File: src/rtl/key_input_pkg.sv
// Shared types and helpers for the key input conditioner.
package key_input_pkg;

    localparam int unsigned KEY_WIDTH_DEFAULT = 4;

    typedef enum logic [1:0] {
        IDLE      = 2'd0,
        ARMING    = 2'd1,
        PRESSED   = 2'd2,
        RELEASING = 2'd3
    } key_state_t;

    localparam logic [KEY_WIDTH_DEFAULT-1:0] KEY_NONE = '0;

    function automatic logic is_one_hot(input logic [31:0] v);
        return (v != 32'd0) && ((v & (v - 32'd1)) == 32'd0);
    endfunction

    function automatic logic is_multi_hot(input logic [31:0] v);
        return (v & (v - 32'd1)) != 32'd0;
    endfunction

endpackage

File: src/rtl/key_input_if.sv
// Raw button pins in, conditioned key level / strobe / conflict flag out.
interface key_input_if #(
    parameter int unsigned KEY_WIDTH = 4
);
    logic [KEY_WIDTH-1:0] rawKey;
    logic [KEY_WIDTH-1:0] key;
    logic [KEY_WIDTH-1:0] keyPulse;
    logic                 keyConflict;

    modport master (output rawKey, input key, keyPulse, keyConflict);
    modport slave  (input rawKey, output key, keyPulse, keyConflict);
endinterface

File: src/rtl/key_synchroniser.sv
// Two-flop synchroniser for the asynchronous button pins.
module key_synchroniser #(
    parameter int unsigned           KEY_WIDTH   = 4,
    parameter logic [KEY_WIDTH-1:0]  RESET_VALUE = '0
) (
    input  logic                 clock,
    input  logic                 reset,
    input  logic [KEY_WIDTH-1:0] pins,
    output logic [KEY_WIDTH-1:0] synced
);
    logic [KEY_WIDTH-1:0] meta;

    always_ff @(posedge clock) begin
        if (!reset) begin
            meta   <= RESET_VALUE;
            synced <= RESET_VALUE;
        end else begin
            meta   <= pins;
            synced <= meta;
        end
    end
endmodule

File: src/rtl/key_input_conditioner.sv
// Synchronise, debounce and arbitrate push-buttons into a single one-hot key level.
// Optional auto-repeat strobes while held: define KEY_REPEAT_EN.
module key_input_conditioner
    import key_input_pkg::*;
#(
    parameter int unsigned CLOCK_FREQ             = 50000000,
    parameter int unsigned DEBOUNCE_MS            = 20,
    parameter int unsigned DEBOUNCE_CYCLES        = CLOCK_FREQ / 1000 * DEBOUNCE_MS,
    parameter int unsigned DEBOUNCE_COUNTER_WIDTH = $clog2(DEBOUNCE_CYCLES + 1),
    parameter int unsigned KEY_WIDTH              = 4,
    parameter int unsigned RAW_ACTIVE_LOW         = 1,
    parameter int unsigned REPEAT_DELAY_CYCLES    = 25000000,
    parameter int unsigned REPEAT_PERIOD_CYCLES   = 10000000
) (
    input  logic        clock,
    input  logic        reset,
    key_input_if.slave  bus
);
    localparam logic [KEY_WIDTH-1:0] NONE     = KEY_WIDTH'(KEY_NONE);
    localparam logic [KEY_WIDTH-1:0] RELEASED = (RAW_ACTIVE_LOW != 0) ? '1 : '0;
    localparam logic [DEBOUNCE_COUNTER_WIDTH-1:0] COUNT_LAST =
        DEBOUNCE_COUNTER_WIDTH'(DEBOUNCE_CYCLES - 1);
    localparam logic [DEBOUNCE_COUNTER_WIDTH-1:0] COUNT_ONE = DEBOUNCE_COUNTER_WIDTH'(1);

    if (DEBOUNCE_CYCLES < 2 || REPEAT_DELAY_CYCLES == 0 || REPEAT_PERIOD_CYCLES == 0) begin : g_param_check
        $error("key_input_conditioner: invalid timing parameters");
    end

    logic [KEY_WIDTH-1:0] synced;
    logic [KEY_WIDTH-1:0] sample;
    logic [KEY_WIDTH-1:0] candidate;
    logic [KEY_WIDTH-1:0] key_level;
    logic [KEY_WIDTH-1:0] key_pulse;
    logic                 conflict;
    logic [DEBOUNCE_COUNTER_WIDTH-1:0] count;
    key_state_t           state;

    key_synchroniser #(
        .KEY_WIDTH   (KEY_WIDTH),
        .RESET_VALUE (RELEASED)
    ) u_sync (
        .clock  (clock),
        .reset  (reset),
        .pins   (bus.rawKey),
        .synced (synced)
    );

    assign sample = (RAW_ACTIVE_LOW != 0) ? ~synced : synced;

`ifdef KEY_REPEAT_EN
    localparam int unsigned REPEAT_SPAN  = (REPEAT_DELAY_CYCLES > REPEAT_PERIOD_CYCLES) ?
                                           REPEAT_DELAY_CYCLES : REPEAT_PERIOD_CYCLES;
    localparam int unsigned REPEAT_WIDTH = $clog2(REPEAT_SPAN + 1);

    logic [REPEAT_WIDTH-1:0] repeat_count;
    logic [REPEAT_WIDTH-1:0] repeat_last;
    logic                    repeating;

    // First strobe after the initial delay, then at the repeat period.
    assign repeat_last = repeating ? REPEAT_WIDTH'(REPEAT_PERIOD_CYCLES - 1)
                                   : REPEAT_WIDTH'(REPEAT_DELAY_CYCLES - 1);
`endif

    always_ff @(posedge clock) begin
        if (!reset) begin
            state     <= IDLE;
            candidate <= NONE;
            count     <= '0;
            key_level <= NONE;
            key_pulse <= NONE;
            conflict  <= 1'b0;
`ifdef KEY_REPEAT_EN
            repeat_count <= '0;
            repeating    <= 1'b0;
`endif
        end else begin
            key_pulse <= NONE;
            conflict  <= is_multi_hot(32'(sample));
            case (state)
                IDLE: begin
                    key_level <= NONE;
                    count     <= '0;
                    if (is_one_hot(32'(sample))) begin
                        candidate <= sample;
                        state     <= ARMING;
                    end
                end
                ARMING: begin
                    if (sample != candidate) begin
                        count <= '0;
                        state <= IDLE;
                    end else if (count == COUNT_LAST) begin
                        key_level <= candidate;
                        key_pulse <= candidate;
                        state     <= PRESSED;
`ifdef KEY_REPEAT_EN
                        repeat_count <= '0;
                        repeating    <= 1'b0;
`endif
                    end else begin
                        count <= count + COUNT_ONE;
                    end
                end
                PRESSED: begin
                    if (sample != candidate) begin
                        count <= '0;
                        state <= RELEASING;
                    end
`ifdef KEY_REPEAT_EN
                    else if (repeat_count == repeat_last) begin
                        key_pulse    <= candidate;
                        repeat_count <= '0;
                        repeating    <= 1'b1;
                    end else begin
                        repeat_count <= repeat_count + REPEAT_WIDTH'(1);
                    end
`endif
                end
                RELEASING: begin
                    // A second key or a bounce restarts the release window; key stays held.
                    if (sample == candidate) begin
                        state <= PRESSED;
                    end else if (sample != NONE) begin
                        count <= '0;
                    end else if (count == COUNT_LAST) begin
                        key_level <= NONE;
                        count     <= '0;
                        state     <= IDLE;
                    end else begin
                        count <= count + COUNT_ONE;
                    end
                end
                default: begin
                    key_level <= NONE;
                    count     <= '0;
                    state     <= IDLE;
                end
            endcase
        end
    end

    assign bus.key         = key_level;
    assign bus.keyPulse    = key_pulse;
    assign bus.keyConflict = conflict;
endmodule

File: src/flat_wrapper.sv
// flat-port wrapper written by rule: the top's interface ports become plain ports
module key_input_conditioner_flat import key_input_pkg::*;
#(
    parameter int unsigned CLOCK_FREQ             = 50000000,
    parameter int unsigned DEBOUNCE_MS            = 20,
    parameter int unsigned DEBOUNCE_CYCLES        = CLOCK_FREQ / 1000 * DEBOUNCE_MS,
    parameter int unsigned DEBOUNCE_COUNTER_WIDTH = $clog2(DEBOUNCE_CYCLES + 1),
    parameter int unsigned KEY_WIDTH              = 4,
    parameter int unsigned RAW_ACTIVE_LOW         = 1,
    parameter int unsigned REPEAT_DELAY_CYCLES    = 25000000,
    parameter int unsigned REPEAT_PERIOD_CYCLES   = 10000000
)
  (clock, reset, bus_rawKey, bus_key, bus_keyPulse, bus_keyConflict);
  key_input_if #(.KEY_WIDTH(KEY_WIDTH)) bus_i ();
  input  logic clock;
  input  logic reset;
  input wire logic [$bits(bus_i.rawKey)-1:0] bus_rawKey;
  output wire logic [$bits(bus_i.key)-1:0] bus_key;
  output wire logic [$bits(bus_i.keyPulse)-1:0] bus_keyPulse;
  output wire logic [$bits(bus_i.keyConflict)-1:0] bus_keyConflict;
  assign bus_i.rawKey = bus_rawKey;
  assign bus_key = bus_i.key;
  assign bus_keyPulse = bus_i.keyPulse;
  assign bus_keyConflict = bus_i.keyConflict;
  key_input_conditioner #(.CLOCK_FREQ(CLOCK_FREQ), .DEBOUNCE_MS(DEBOUNCE_MS), .DEBOUNCE_CYCLES(DEBOUNCE_CYCLES), .DEBOUNCE_COUNTER_WIDTH(DEBOUNCE_COUNTER_WIDTH), .KEY_WIDTH(KEY_WIDTH), .RAW_ACTIVE_LOW(RAW_ACTIVE_LOW), .REPEAT_DELAY_CYCLES(REPEAT_DELAY_CYCLES), .REPEAT_PERIOD_CYCLES(REPEAT_PERIOD_CYCLES)) u_core (.clock(clock), .reset(reset), .bus(bus_i));
endmodule
File: config.mk
export PLATFORM = sky130hd
export DESIGN_NAME = key_input_conditioner_flat
export DESIGN_NICKNAME = d
export VERILOG_FILES = /design/src/rtl/key_input_pkg.sv /design/src/rtl/key_input_if.sv /design/src/rtl/key_synchroniser.sv /design/src/rtl/key_input_conditioner.sv /design/src/flat_wrapper.sv
export SDC_FILE = /design/constraint.sdc
export NUM_CORES = 1
export LEC_CHECK = 0
export CELL_PAD_IN_SITES_DETAIL_PLACEMENT = 1
export CELL_PAD_IN_SITES_GLOBAL_PLACEMENT = 2
export CORE_ASPECT_RATIO = 0.7
export CORE_MARGIN = 8
export CORE_UTILIZATION = 36
export DETAILED_ROUTE_END_ITERATION = 10
export PLACE_DENSITY_LB_ADDON = 0.1
export SETUP_SLACK_MARGIN = 0.02
export SYNTH_ARGS = -nofsm -noshare
export SYNTH_HDL_FRONTEND = slang
export SYNTH_SLANG_ARGS = --single-unit
File: constraint.sdc
create_clock -name clock -period 2.3 [get_ports clock]
set_input_delay 0.23 -clock clock [delete_from_list [all_inputs] [get_ports clock]]
set_output_delay 0.23 -clock clock [all_outputs]
set_load 0.01 [all_outputs]
==> flow_summary.yaml, run 1 <==
run_status:
  status: "complete, no violations"
clocking:
  clk_latency_ns: 0.29
  cts_made_buffers: 5
  cts.clk_slew.worst_paths_ns: 0.08
  clockBufferDepth: 2
  cts_setup_buffers: 0
  cts_tree: "built"
  numClockSinks: 43
  cts_root_buf: "clkbuf_8"
  htree_levels: 2
route:
  dr.pass1.iters: 4
  routed_wl_microns: 5042
  route.detailed.wl_per_inst_microns: 15.96
  vias: 1696
  vias_per_cell: 5.367
  drc_errors: 0
  initialDrtViolationCount: 65
  drtAntennaViolNets: 0
power_and_ir_drop:
  powerDensity_nw_per_um2: 580.4
  vdd_ir_drop_max_mv: 0.2429
  leakage_nw: 0.7860
global_route:
  overflow: 0
  antenna_found_initial: 0
  grt_first_pass_wirelength_microns: 8673
  grt_max_degree: 21
  grt_pass1_vias: 1777
  track_usage_pct: 12.65
sta:
  drv_slew: 0
  fmax_mhz: 465.2
  period_share_pct: 93.46
  hold_viol_final: 0
  rsz0062_at_grt: "no"
  relSlewSlack_pct: 73.03
  fin_crit_ns: 2.149
  finalSetupViolations: 0
  finalWorstSetupSlack_ns: 0.1505
  worst_slew_pin_slew_ns: 0.4040
  fin_tns_setup_ns: 0
  fin_skew_ns: 0.005157
layout:
  layout_common_cells: "dfxtp_1, nor2_1, nand2_1, clkdlybuf4s50_1, buf_4"
  nNetsFinal: 247
  final_core_util_pct: 43.52
  antenna_cells: 0
  layout-drive-gt1-share_pct: 17.84
  final_common_cell: "dfxtp_1"
  area_growth_pct: 18.95
synth:
  synth_compound_area_share_pct: 17.55
  synth-simple-area-share_pct: 29.31
  synth.distinct_cells: 57
  synth_top_family_by_area: "simple AND/OR/NAND/NOR gates"
  synth_edf_count: 0
  ys_warn_count: 0
  syn_nets: 223
  synth_ff_type: "dfxtp_1"
  synthArstFlopShare_pct: 0
  ys_ff_latch: 43
  syn_inst: 216
  synth_mux_area_share_pct: 0
  syn_area_sq_um: 2053
  syn_avg_cell_area_sq_um: 9.506
  synthAdderAreaFrac_pct: 1.097
  synthXorXnorAreaFrac_pct: 5.911
  seq_area_frac_synth_pct: 41.93
critical_path:
  path_max_fanout: 5
  worstRegToRegCells: 7
  worst_ep_arrival_time_ns: 2.34
  end_kind: "register"
  start_kind: "register"
  critPathKind: "reg2reg"
  crit_required_ns: 2.49
die:
  floorplan.initialDensity_pct: 36.59
  row_count: 23
  die_area_sq_um: 8415
  die_w_microns: 106.3
  coreArea_sq_um: 5612
  die_height_microns: 79.19
  io-pin-count: 15
min_path:
  hold_path.class: "reg2reg"
  hold-path-cell-count: 1
placement:
  place.gp.congestion: 0.7662
  hpwl_microns: 3892
  io_buffers: 14
  place_ws_ns: 0.06974
flow_run:
  maxCapViolations: 0
registers in the layout, indices dropped and copies added, names as in the netlist, named ones only:
| name | flops |
|---|---|
| u_core.bus.keyPulse | 4 |
| u_core.candidate | 4 |
| u_core.bus.keyConflict | 1 |
| u_core.u_sync.meta | 4 |
| u_core.count | 20 |
| u_core.bus.key | 4 |
| u_core.u_sync.synced | 4 |
| u_core.state | 1 |
cell type report:
type	instances	area (sq um)
Multi-Input combinational cell	159	1130
Tap cell	75	93.84
Clock inverter	3	20.02
Clock buffer	5	68.82
Fill cell	655	3169
Timing Repair Buffer	28	257.7
Sequential cell	43	860.8
Inverter	3	11.26
worst max-delay path, cell delays in order, from the launching register on:
cell and delay, ns:
dfxtp_1 0.39, ha_1 0.22, and4_2 0.33, nand2_1 0.13, nor3_2 0.23, nand2_1 0.14
o311a_4 0.41, a22o_1 0.18
per-stage QoR:
step | std cells | power, mW | instance area (sq um) | hold slack, ns
floorplan | 216 | 0.9038 | 2053 | 0.3315
global placement | 308 | 0.9456 | 2330 | 0.3914
detailed placement | 308 | 0.9522 | 2330 | 0.3940
CTS | 316 | 1.432 | 2419 | 0.4146
global route | 316 | 1.498 | 2442 | 0.4399
finish | 316 | 1.418 | 2442 | 0.4123
cell usage after synthesis, types with 5 or more instances:
| master | count | share of area (%) |
|---|---|---|
| a211oi_1 | 5 | 1.8 |
| a21oi_1 | 11 | 2.7 |
| and2_1 | 5 | 1.5 |
| buf_2 | 5 | 1.2 |
| dfxtp_1 | 43 | 42 |
| nand2_1 | 14 | 2.6 |
| nand2b_1 | 8 | 2.4 |
| nand3_1 | 12 | 2.9 |
| nor2_1 | 19 | 3.5 |
| xor2_1 | 9 | 3.8 |
kinds of logic (layout without fill, tap and decap cells):
| family | count (synthesis) | after routing |
|---|---|---|
| xor gates and xnor gates | 13 | 13 |
| adders and majority gates | 2 | 2 |
| AOI/OAI and AO/OA | 48 | 48 |
| and+or+nand+nor | 96 | 96 |
| DFF | 43 | 43 |
| buffers and inverters | 14 | 39 |
power by group:
| group | internal [mW] | total, mW | leakage [nW] | switching (mW) |
|---|---|---|---|---|
| registers | 0.763 | 0.789 | 0.349 | 0.0261 |
| logic | 0.0625 | 0.153 | 0.397 | 0.0909 |
| clock network | 0.211 | 0.475 | 0.0402 | 0.263 |
| total | 1.04 | 1.42 | 0.786 | 0.381 |
metal layers:
metal	vias to the layer above	routed length (microns)	GRT usage [%]
li1	843	-	-
met1	822	2532	17.19
met5	-	0	0
met3	4	179	2.991
met2	27	2271	18.93
met4	0	60	4.895
what timing repair did:
| item | CTS | global route |
|---|---|---|
| resized for setup | 0 | 3 |
| hold buffers | 0 | 0 |
| setup endpoints to repair | 0 | 7 |
path summary, 6_finish.rpt:
path / startpoint / to / slack (ns)
max: u_core.count[1]$_SDFFE_PN0P_ / u_core.bus.key[1]$_SDFFE_PN0P_ / 0.15
min: u_core.u_sync.meta[2]$_SDFF_PN1_ / u_core.u_sync.synced[2]$_SDFF_PN1_ / 0.41
max reg2reg: u_core.count[1]$_SDFFE_PN0P_ / u_core.bus.key[1]$_SDFFE_PN0P_ / 0.15
min reg2reg: u_core.u_sync.meta[2]$_SDFF_PN1_ / u_core.u_sync.synced[2]$_SDFF_PN1_ / 0.41
No activity file was read; power rests on OpenSTA's default activity.
==> run 2, diff against run 1 <==
--- a/config.mk
+++ b/config.mk
@@ -11,8 +11,11 @@
 export CORE_MARGIN = 8
 export CORE_UTILIZATION = 36
 export DETAILED_ROUTE_END_ITERATION = 10
+export HOLD_SLACK_MARGIN = 0.1
 export PLACE_DENSITY_LB_ADDON = 0.1
+export RECOVER_POWER = 25
 export SETUP_SLACK_MARGIN = 0.02
+export SLEW_MARGIN = 10
 export SYNTH_ARGS = -nofsm -noshare
 export SYNTH_HDL_FRONTEND = slang
 export SYNTH_SLANG_ARGS = --single-unit
==> flow_summary.yaml, run 2 (synthesized netlist as in run 1, its figures left out) <==
layout:
  final_cells: 316
  antenna_cells: 0
  final_core_util_pct: 43.46
  layout_common_cells: "dfxtp_1, nor2_1, nand2_1, nand3_1, buf_4"
  final_common_cell: "dfxtp_1"
  layout-drive-gt1-share_pct: 17.43
  stdcell_area_sq_um: 2439
  largest_reg_flops: 20
  nNetsFinal: 247
  area_growth_pct: 18.77
  top_register: "u_core.count"
die:
  coreArea_sq_um: 5612
  die_height_microns: 79.19
  floorplan.initialDensity_pct: 36.59
  row_count: 23
  die_w_microns: 106.3
  io-pin-count: 15
  die_area_sq_um: 8415
global_route:
  antenna_found_initial: 0
  met3_usage_pct: 2.991
  grt_max_degree: 21
  grt_pass1_vias: 1777
  track_usage_pct: 12.65
  grt_busiest_layer: "met2"
  grt_first_pass_wirelength_microns: 8673
  grtUsageMet1_pct: 17.19
  overflow: 0
  met2_usage_pct: 18.93
power_and_ir_drop:
  powerDensity_nw_per_um2: 580.9
  report.power.total_mw: 1.417
  vdd_ir_drop_max_mv: 0.2427
  leakage_nw: 0.7969
sta:
  relSlewSlack_pct: 66.17
  drv_slew: 0
  finalSetupViolations: 0
  worst_slew_pin_slew_ns: 0.5075
  fin_skew_ns: 0.005304
  finalWorstSetupSlack_ns: 0.1380
  whs_ns: 0.4126
  rsz0062_at_grt: "no"
  fmax_mhz: 462.5
  fin_crit_ns: 2.162
  hold_viol_final: 0
  period_share_pct: 94.00
  fin_tns_setup_ns: 0
min_path:
  hold_path.class: "reg2reg"
route:
  initialDrtViolationCount: 57
  route.detailed.wl_per_inst_microns: 16.00
  drtAntennaViolNets: 0
  dr.pass1.iters: 4
  vias: 1706
  routed_wl_microns: 5057
  drc_errors: 0
  vias_per_cell: 5.399
placement:
  place_ws_ns: 0.06974
  io_buffers: 14
  dp.cells: 308
  hpwl_microns: 3892
  place.gp.congestion: 0.7662
  dpl_cell_area_sq_um: 2330
critical_path:
  start_kind: "register"
  end_kind: "register"
  worst_ep_arrival_time_ns: 2.35
  critPathKind: "reg2reg"
  path_max_fanout: 5
  crit_top_cell: "nand2_1"
  cp_slowest_stage_delay_ns: 0.41
  path_cells: "ha_1 > and4_2 > nand2_1 > nor3_2 > nand2_1 > o311a_4 > a22o_1"
  crit_required_ns: 2.49
  cpMaxStageDelayCell: "o311a_4"
clocking:
  numClockSinks: 43
  htree_levels: 2
  cts_made_buffers: 5
  clockBufferDepth: 2
  cts_tree: "built"
  cts.clk_slew.worst_paths_ns: 0.08
  cts_setup_buffers: 0
  clk_latency_ns: 0.29
  cts_root_buf: "clkbuf_8"
flow_run:
  maxCapViolations: 0
run_status:
  status: "complete, no violations"
==> run 2: cell count changes in the layout (fill, tap and decap cells not counted), sizes merged <==
cell           delta
buf               -1
dlygate4sd3       +5
clkdlybuf4s50     -5
clkbuf            +1
==> run 2: final cells by class <==
class                      count  area (sq um)
multi-input combinational    159          1130
clock buffer                   5         68.82
tap                           75         93.84
inverter                       3         11.26
fill                         656          3173
sequential                    43         860.8
clock inverter                 3         20.02
timing repair buffer          28         254.0
==> run 2: final timing paths <==
kind                                    startpoint                            endpoint  slack (ns)  cells past startpoint
hold reg to reg   u_core.u_sync.meta[2]$_SDFF_PN1_  u_core.u_sync.synced[2]$_SDFF_PN1_        0.41                      1
setup / recovery      u_core.count[1]$_SDFFE_PN0P_      u_core.bus.key[1]$_SDFFE_PN0P_        0.14                      7
setup reg to reg      u_core.count[1]$_SDFFE_PN0P_      u_core.bus.key[1]$_SDFFE_PN0P_        0.14                      7
hold / removal    u_core.u_sync.meta[2]$_SDFF_PN1_  u_core.u_sync.synced[2]$_SDFF_PN1_        0.41                      1
==> run 2: power by group <==
group / switching, mW / internal, mW
combinational: 0.0912 / 0.0612
sequential: 0.0263 / 0.763
clock: 0.263 / 0.211
==> run 2: worst max-delay path, delay by kind of cell (launching register included) <==
family          cells  cell delay (ns)
flops               1             0.39
compound gates      2             0.59
fa+ha+maj           1             0.23
simple gates        4             0.83
==> run 2: routing by layer <==
metal,vias up,part of all wire [%],wire length (microns)
met5,-,0,0
met4,0,1.2,59
met3,4,3.1,155
met2,21,44,2239
met1,837,51,2602
li1,844,-,-
==> run 2: repair_timing <==
item	CTS	global route
endpoints found under the setup margin	0	7
hold buffers	0	0
gates resized for setup	0	3
==> run 3, diff against run 2 <==
==> constraint.sdc (replaced) <==
create_clock -name clock -period 2.3 [get_ports clock]
set_input_delay 0.46 -clock clock [delete_from_list [all_inputs] [get_ports clock]]
set_output_delay 0.46 -clock clock [all_outputs]
set_load 0.01 [all_outputs]
==> flow_summary.yaml, run 3 (synthesized netlist as in run 1, its figures left out) <==
global_route:
  grt_first_pass_wirelength_microns: 8383
  overflow: 0
  antenna_found_initial: 0
  grt_pass1_vias: 1653
  grt_max_degree: 21
  track_usage_pct: 12.38
clocking:
  cts_made_buffers: 5
  clockBufferDepth: 2
  cts_root_buf: "clkbuf_8"
  cts_tree: "built"
  numClockSinks: 43
  clk_latency_ns: 0.29
  cts.clk_slew.worst_paths_ns: 0.08
  htree_levels: 2
die:
  floorplan.initialDensity_pct: 36.59
  die_area_sq_um: 8415
  row_count: 23
  coreArea_sq_um: 5612
  die_height_microns: 79.19
  die_w_microns: 106.3
  io-pin-count: 15
layout:
  nNetsFinal: 249
  antenna_cells: 0
  largest_reg_flops: 20
  layout_common_cells: "dfxtp_1, nor2_1, nand2_1, buf_4, nand3_1"
  top_register: "u_core.count"
  final_common_cell: "dfxtp_1"
  area_growth_pct: 21.08
  layout-drive-gt1-share_pct: 17.28
min_path:
  hold_path.class: "reg2reg"
critical_path:
  crit_required_ns: 2.49
  end_kind: "register"
  path_max_fanout: 5
  worst_ep_arrival_time_ns: 2.36
  start_kind: "register"
  critPathKind: "reg2reg"
route:
  route.detailed.wl_per_inst_microns: 15.52
  vias: 1701
  vias_per_cell: 5.349
  initialDrtViolationCount: 62
  drc_errors: 0
  dr.pass1.iters: 4
  routed_wl_microns: 4936
  drtAntennaViolNets: 0
power_and_ir_drop:
  report.power.total_mw: 1.635
  vdd_ir_drop_max_mv: 0.2918
  leakage_nw: 0.8204
  powerDensity_nw_per_um2: 657.6
sta:
  fmax_mhz: 462.4
  fin_skew_ns: 0.005188
  hold_viol_final: 0
  drv_slew: 0
  period_share_pct: 94.03
  fin_tns_setup_ns: 0
  worst_slew_pin_slew_ns: 0.5008
  finalWorstSetupSlack_ns: 0.1374
  fin_crit_ns: 2.163
  rsz0062_at_grt: "no"
  whs_ns: 0.4155
  relSlewSlack_pct: 66.61
  finalSetupViolations: 0
flow_run:
  maxCapViolations: 0
placement:
  hpwl_microns: 3686
  io_buffers: 14
  place.gp.congestion: 0.8318
  place_ws_ns: -0.06379
run_status:
  status: "complete, no violations"
## run 3: final timing paths
kind / slack, ns / to / startpoint / cells after the start
setup / recovery: 0.14 / u_core.bus.key[3]$_SDFFE_PN0P_ / u_core.count[1]$_SDFFE_PN0P_ / 7
hold reg to reg: 0.42 / u_core.u_sync.synced[0]$_SDFF_PN1_ / u_core.u_sync.meta[0]$_SDFF_PN1_ / 1
setup reg to reg: 0.14 / u_core.bus.key[3]$_SDFFE_PN0P_ / u_core.count[1]$_SDFFE_PN0P_ / 7
hold / removal: 0.42 / u_core.u_sync.synced[0]$_SDFF_PN1_ / u_core.u_sync.meta[0]$_SDFF_PN1_ / 1
## run 3: worst max-delay path, cell delays in order, from the launching register on
cell,delay [ns]
dfxtp_1,0.37
ha_1,0.22
and4_2,0.33
nand2_1,0.13
nor3_2,0.24
nand2_1,0.13
o311a_1,0.43
a22o_1,0.20
## run 3: routing by layer
| metal | vias up | global-route usage (%) | wire length [microns] |
|---|---|---|---|
| met3 | 8 | 3.234 | 190 |
| li1 | 844 | - | - |
| met2 | 22 | 17.62 | 2057 |
| met1 | 827 | 17.24 | 2607 |
| met5 | - | 0 | 0 |
| met4 | 0 | 5.035 | 80 |
## run 3: timing repair
action,CTS,global route
hold buffers,0,0
resized for setup,1,1
setup endpoints to repair,2,6
buffers inserted,0,0
pin swaps,0,1
## run 3: final cells by class
| type | instances | area (sq um) |
|---|---|---|
| clock inverters | 2 | 60.06 |
| well taps | 75 | 93.84 |
| clock buffers | 6 | 72.57 |
| multi-input cells | 159 | 1119 |
| repair buffers | 30 | 269.0 |
| fillers | 656 | 3126 |
| inverters | 3 | 11.26 |
| flip-flops and latches | 43 | 860.8 |
## run 3: metrics by stage
stage                     cell area, sq um  std cells  utilization, %
after floorplan                       2053        216               -
after global placement                2345        310           41.78
after detailed placement              2345        310           41.78
after CTS                             2489        318           44.35
after global routing                  2486        318           44.30
final                                 2486        318           44.30
## run 3: power by group
part,switching [mW],total (mW),leakage [nW],internal [mW]
Combinational,0.0907,0.154,0.406,0.0632
Sequential,0.0258,0.789,0.349,0.763
Clock,0.258,0.692,0.0654,0.434
